==> config.mk <==
export PLATFORM = sky130hd
export DESIGN_NAME = logic_gate_unit
export DESIGN_NICKNAME = d
export VERILOG_FILES = /design/src/rtl/logic_gate_unit.sv
export SDC_FILE = /design/constraint.sdc
export NUM_CORES = 1
export LEC_CHECK = 0
export BUFFER_PORTS_ARGS = -buffer_cell sky130_fd_sc_hd__clkbuf_2
export CAP_MARGIN = 20
export CORE_UTILIZATION = 30
export CTS_BUF_LIST = sky130_fd_sc_hd__clkbuf_2
export DETAILED_ROUTE_END_ITERATION = 8
export PLACE_DENSITY_LB_ADDON = 0.1
export SLEW_MARGIN = 20
export SYNTH_ARGS = -nofsm -noshare
export SYNTH_HDL_FRONTEND = slang
export SYNTH_SLANG_ARGS = --single-unit
==> constraint.sdc <==
create_clock -name clk -period 1.9 [get_ports clk]
set_input_delay 0.38 -clock clk [delete_from_list [all_inputs] [get_ports clk]]
set_output_delay 0.38 -clock clk [all_outputs]
set_load 0.05 [all_outputs]
==> src/rtl/logic_gate_unit.sv <==
// Registered bitwise logic stage: eight selectable gate operations on WIDTH-bit
// operands, valid/ready on both sides, results held in a 2-entry FIFO.
module logic_gate_unit #(
  parameter int WIDTH = 8
) (
  input  logic             clk,
  input  logic             rst_n,
  input  logic             in_valid,
  output logic             in_ready,
  input  logic [2:0]       op,
  input  logic [WIDTH-1:0] a,
  input  logic [WIDTH-1:0] b,
  input  logic             acc_clr,
  output logic             out_valid,
  input  logic             out_ready,
  output logic [WIDTH-1:0] y,
  output logic             y_all
);

  typedef enum logic [2:0] {
    OP_AND  = 3'd0,
    OP_OR   = 3'd1,
    OP_XOR  = 3'd2,
    OP_NAND = 3'd3,
    OP_NOR  = 3'd4,
    OP_XNOR = 3'd5,
    OP_NOT  = 3'd6,
    OP_ACC  = 3'd7
  } op_e;

  logic [1:0]       count;
  logic [WIDTH:0]   entry0;
  logic [WIDTH:0]   entry1;
  logic [WIDTH-1:0] acc;
  logic [WIDTH-1:0] result;
  logic [WIDTH:0]   new_entry;
  logic             push;
  logic             pop;

  // in_ready depends only on the registered count, never on out_ready
  assign in_ready  = rst_n && (count < 2'd2);
  assign out_valid = (count != 2'd0);
  assign push      = in_valid && in_ready;
  assign pop       = out_valid && out_ready;
  assign y         = out_valid ? entry0[WIDTH-1:0] : '0;
  assign y_all     = out_valid & entry0[WIDTH];
  assign new_entry = {&result, result};

  always_comb begin
    result = '0;
    case (op_e'(op))
      OP_AND:  result = a & b;
      OP_OR:   result = a | b;
      OP_XOR:  result = a ^ b;
      OP_NAND: result = ~(a & b);
      OP_NOR:  result = ~(a | b);
      OP_XNOR: result = ~(a ^ b);
      OP_NOT:  result = ~a;
      OP_ACC:  result = acc & a;
    endcase
  end

  // A clear coinciding with an accumulate still lets the result use the old acc
  always_ff @(posedge clk) begin
    if (!rst_n) begin
      acc <= '1;
    end else if (acc_clr) begin
      acc <= '1;
    end else if (push && (op_e'(op) == OP_ACC)) begin
      acc <= result;
    end
  end

  // entry0 is always the head; entry1 only holds data when count is 2
  always_ff @(posedge clk) begin
    if (!rst_n) begin
      count  <= 2'd0;
      entry0 <= '0;
      entry1 <= '0;
    end else begin
      case ({push, pop})
        2'b10: begin
          if (count == 2'd0) begin
            entry0 <= new_entry;
            count  <= 2'd1;
          end else begin
            entry1 <= new_entry;
            count  <= 2'd2;
          end
        end
        2'b01: begin
          entry0 <= entry1;
          count  <= count - 2'd1;
        end
        2'b11: begin
          entry0 <= new_entry;
        end
        default: begin
        end
      endcase
    end
  end

endmodule

# == Word level (Yosys, flattened, before mapping) ==
# Cells that the tools add are included.
# Widths: inputs -> output; s select.
# totals
latchBits,0
mem_bits_rw,0
wordCells,47
regBits,28
mem_bits_ro,0
output_inout_bits,11
mem_count,0
# classes
reduce_logical,13
magnitude_cmp,1
add_sub_neg,1
n_mul,0
n_eq_ne,11
bitwise,11
shift,0
div_mod_pow,0
mux,6
# op_table
operator,n
$pmux 8 s8,1
$not 8->8,4
$pmux 9 s3,1
$and 8x8->8,2
$eq 3x3->1 const B,4
$mux 9,1
$mux 8,1
$or 8x8->8,1
$reduce_and 8->1,1
$xor 8x8->8,1
$eq 3x2->1 const B,2
$eq 2x2->1 const B,2
$logic_and 1x1->1,4
$pmux 2 s2,1
$reduce_and 2->1,2
$reduce_bool 2->1,2
$eq 3x1->1 const B,1
$logic_not 3->1,1
$reduce_bool 3->1,1
$eq 2x1->1 const B,1
$logic_not 2->1,1
$lt 2x2->1 const B,1
$mux 2,1
$ne 2x2->1 const B,1
4 further kinds,5

# == Logic depth before layout (Yosys ltp) ==
# depth
depth_word,6
mapped_depth,10

# == Worst setup path before layout ==
# Ideal clock, no wire load.
# synth_timing
path_kind,input to output
from,input port rst_n
to,output port in_ready
arrival_ps,1580
cell_stages,4
slack_ps,-60
path_buffers,2
t_required_ps,1520
cell_sequence,buf_2 > clkinv_1 > clkbuf_1 > nor2_1
# synth_between
elab_chain_cells,1
# synth_rtl
item,line,source
"start, declared",7,"input logic rst_n,"
$logic_and 1x1->1,41,assign in_ready = rst_n && (count < 2'd2);
"end, declared",9,"output logic in_ready,"
# Every way passes these cells.

# == Worst setup path in the final report ==
# layout_timing
from,register count[1]
to,output port y[5]
# layout_between
elab_chain_cells,2
# layout_rtl
item,line,source
"start, declared",31,logic [1:0] count;
"start signal, assigned",93,count <= count - 2'd1;
$reduce_bool 2->1,42,assign out_valid = (count != 2'd0);
$mux 8,45,assign y = out_valid ? entry0[WIDTH-1:0] : '0;
"end, declared",16,"output logic [WIDTH-1:0] y,"
# Every way passes these cells.

==> out/summary.txt <==
Pwr Density = 722 mW/mm2
HPWL after detailed placement = 4300 um
Core ar. = 0.00687 mm2
final setup TNS = 0 ns
Tot Pwr = 2170 uW
Post-synth ARST share = 0%
die area = 0.00756 mm2
syn avg cell area = 7.93 um2
first-pass iteration count of the detailed router = 4
Worst Setup SP = count[1]
IO Port Bufs = 34
Post-synth EDFFs = 0
post-synth top area share = 25.9%
Crit-path slowest cell = dfxtp_2
synthesized instance count = 273
Netlist cell types = 47
multiplexer share of the synthesized area = 6.99%
post-synthesis sequential area ratio = 25.9%
worst skew pair latency = 0.37 ns
Max-Cap Viols = 0
worst-path cell chain = inv_1 -> ha_4 -> buf_12 -> nor2b_2 -> clkbuf_8
Tmin final = 1.81 ns
Post-DP Area = 0.00280 mm2
Worst Path Max Fanout = 12
fin area = 0.00301 mm2
initial drt markers = 67
initial antenna violation count = 0
largest cells by area after synthesis = dfxtp_1 (26%), ha_1 (11%), nand2_1 (4.7%)
worst path buffer plus inverter count = 3
WP data arrival = 1.43 ns
top cells by count, synth = dfxtp_1 (28), nand2_1 (27), inv_1 (24), nor2_1 (22), ha_1 (19)
# diodes = 0
fmax = 551 MHz
Sink Count = 28
Top Family by Delay on Critical Path = flip-flops
DRC errors left = 0
worst endpoint required time = 1.52 ns
antenna-violating nets left = 0
worst flop-to-flop path endpoint = count[1]
Detail Route met3 WL = 112 um
Critical Path Start Type = register
main combinational cell family by area after synthesis = compound AO/OA/AOI/OAI gates
highest routing layer actually used = met4
RSZ-0062 raised after global routing = yes
Worst Skew = 0.00297 ns
status = completed
number of buffers created by CTS = 3
Setup crit end kind = output pin
layout cell share with drive strength beyond 1 = 34.6%
xor and xnor fraction of the mapped netlist area = 0%
Global Route Usage Sum = 15.3%
adder-cell share of the synthesized area = 11.0%
Worst Tran Pin Value = 0.369 ns
launch point of the worst reg-to-reg path = count[1]
Non-Filler Instances = 449
P&R area growth vs syn = 39.0%
first-pass GRT wire length = 9310 um
WL/cell = 12.3 um
synthesized net count = 316
slowest stage delay, CP = 0.39 ns
Die H = 86.9 um
LEAKAGE = 0.00139 uW
WL met1 = 2680 um
Initial Util = 31.5%
die width = 86.9 um
metal2 WL = 2640 um
peak supply drop = 0.509 mV
final net count = 398
critical path class = register to output pin
relative slew slack = 75.4%
Post-synth top flop = dfxtp_1
Ys Warns = 0
top-count cell post-synth = dfxtp_1
Worst R2R Path Depth = 10
Worst Setup EP = y[5]
Ports = 35
Final Hold Vio Count = 0
largest net degree at the start of global routing = 21
H-tree levels = 1
count of state elements after synthesis = 28
grt total ovfl = 0
max-slew violation count = 0
fin crit share = 95.5%
DP Cell Count = 444
drt total wl = 5500 um
most area-hungry cell type in the Yosys netlist = dfxtp_1
row count = 30
simple-gate area share of the yosys netlist = 21.8%
setup violators final = 0
synthesized area = 0.00216 mm2
CTS max path bufs = 2
CTS tree = built
detailed-route via count = 2141
Clock Tree Root = clkbuf_2
critical path depth = 5
Worst-path clk slew = 0.26 ns
vias in the first global route = 2050
Final GP Congestion = 0.763
Compound-Gate Fraction of Synth Area = 24.2%
FF-to-FF setup slack = 0.17 ns
class of the worst hold path = input port to register
routed vias/inst = 4.77
==> per-layer routing <==
metal / global-route usage [%] / vias up
met5: 0 / -
met4: 2.58 / 0
met3: 2.37 / 8
met2: 27.5 / 24
met1: 19.4 / 986
li1: - / 1123
==> tightest hold or removal path: cells and delay by family <==
family                 cells  cell delay (ns)
AOI/OAI and AO/OA          1             0.07
and+or+nand+nor            1             0.03
buffers and inverters      2             0.23
==> final cells by class <==
class	count	area, um2
well taps	96	120
inverters	25	93.8
flip-flops and latches	28	562
fillers	721	3860
repair buffers	96	758
clock buffers	3	15.0
multi-input cells	201	1460
==> flip-flops by register name (all words and copies together) (netlist names) <==
name / cells
acc: 8
count: 2
entry1: 9
entry0: 9
==> through the flow <==
stage,utilization [%],hold slack (ns),worst slack [ns]
global placement,40.7,0.436,-0.227
CTS,42.5,0.343,-0.00455
floorplan,-,0.427,-0.0112
finish,43.8,0.360,0.0857
global route,43.8,0.330,-0.0209
detailed placement,40.7,0.440,-0.218
==> cell usage in the layout (no fill, tap or decap), types with 2 or more instances in the layout <==
cell      netlist  routed
ha_1           19      18
buf_4           1      60
inv_1          24      22
mux2i_1         8       8
clkbuf_8        0       2
o21ai_0        12      12
clkbuf_2        0      27
mux4_2          2       2
buf_12          0       2
a21oi_1        16      16
a211oi_1        8       8
nand2b_1       12      12
o211ai_1       12      12
dfxtp_1        28      27
o22ai_1         4       4
nand3_1         8       8
a31oi_1         2       2
and2_1          5       4
o21ai_1         3       3
nor2b_2         0       4
a22o_1          3       3
a32o_1          5       5
buf_8           1       8
and2_4          1       2
nor2b_4         0       6
a21o_1          2       2
nor2_1         22      21
inv_2           0       2
nand2_1        27      27
==> logic make-up (layout without fill, tap and decap cells) <==
| logic type | count (synthesis) | after routing |
|---|---|---|
| AO/OA/AOI/OAI | 77 | 77 |
| AND/OR/NAND/NOR | 93 | 93 |
| buffers and inverters | 44 | 124 |
| multiplexers | 12 | 12 |
| flip-flops | 28 | 28 |
| adder cells (fa/ha/maj) | 19 | 19 |
==> timing repair <==
| action | CTS | global route |
|---|---|---|
| hold buffers | 0 | 0 |
| gates resized for setup | 24 | 28 |
| cloned | 0 | 0 |
| endpoints found under the setup margin | 18 | 22 |
| setup buffers | 1 | 1 |
| pin swaps | 0 | 0 |
==> power by group <==
part	switching, uW	total (uW)	internal [uW]
Clock	180	223	42.8
Combinational	652	1230	580
Sequential	43.3	716	673
Total	876	2170	1300
==> worst min-delay path by stage <==
stage	startpoint	to	depth (start not counted)
finish	acc_clr	acc[6]	4
global route	rst_n	count[0]	3
CTS	acc_clr	acc[7]	4
detailed placement	entry0[3]	entry0[3]	2
global placement	entry0[5]	entry0[5]	2
floorplan	entry0[2]	entry0[2]	2
No activity file was read; power rests on OpenSTA's default activity.
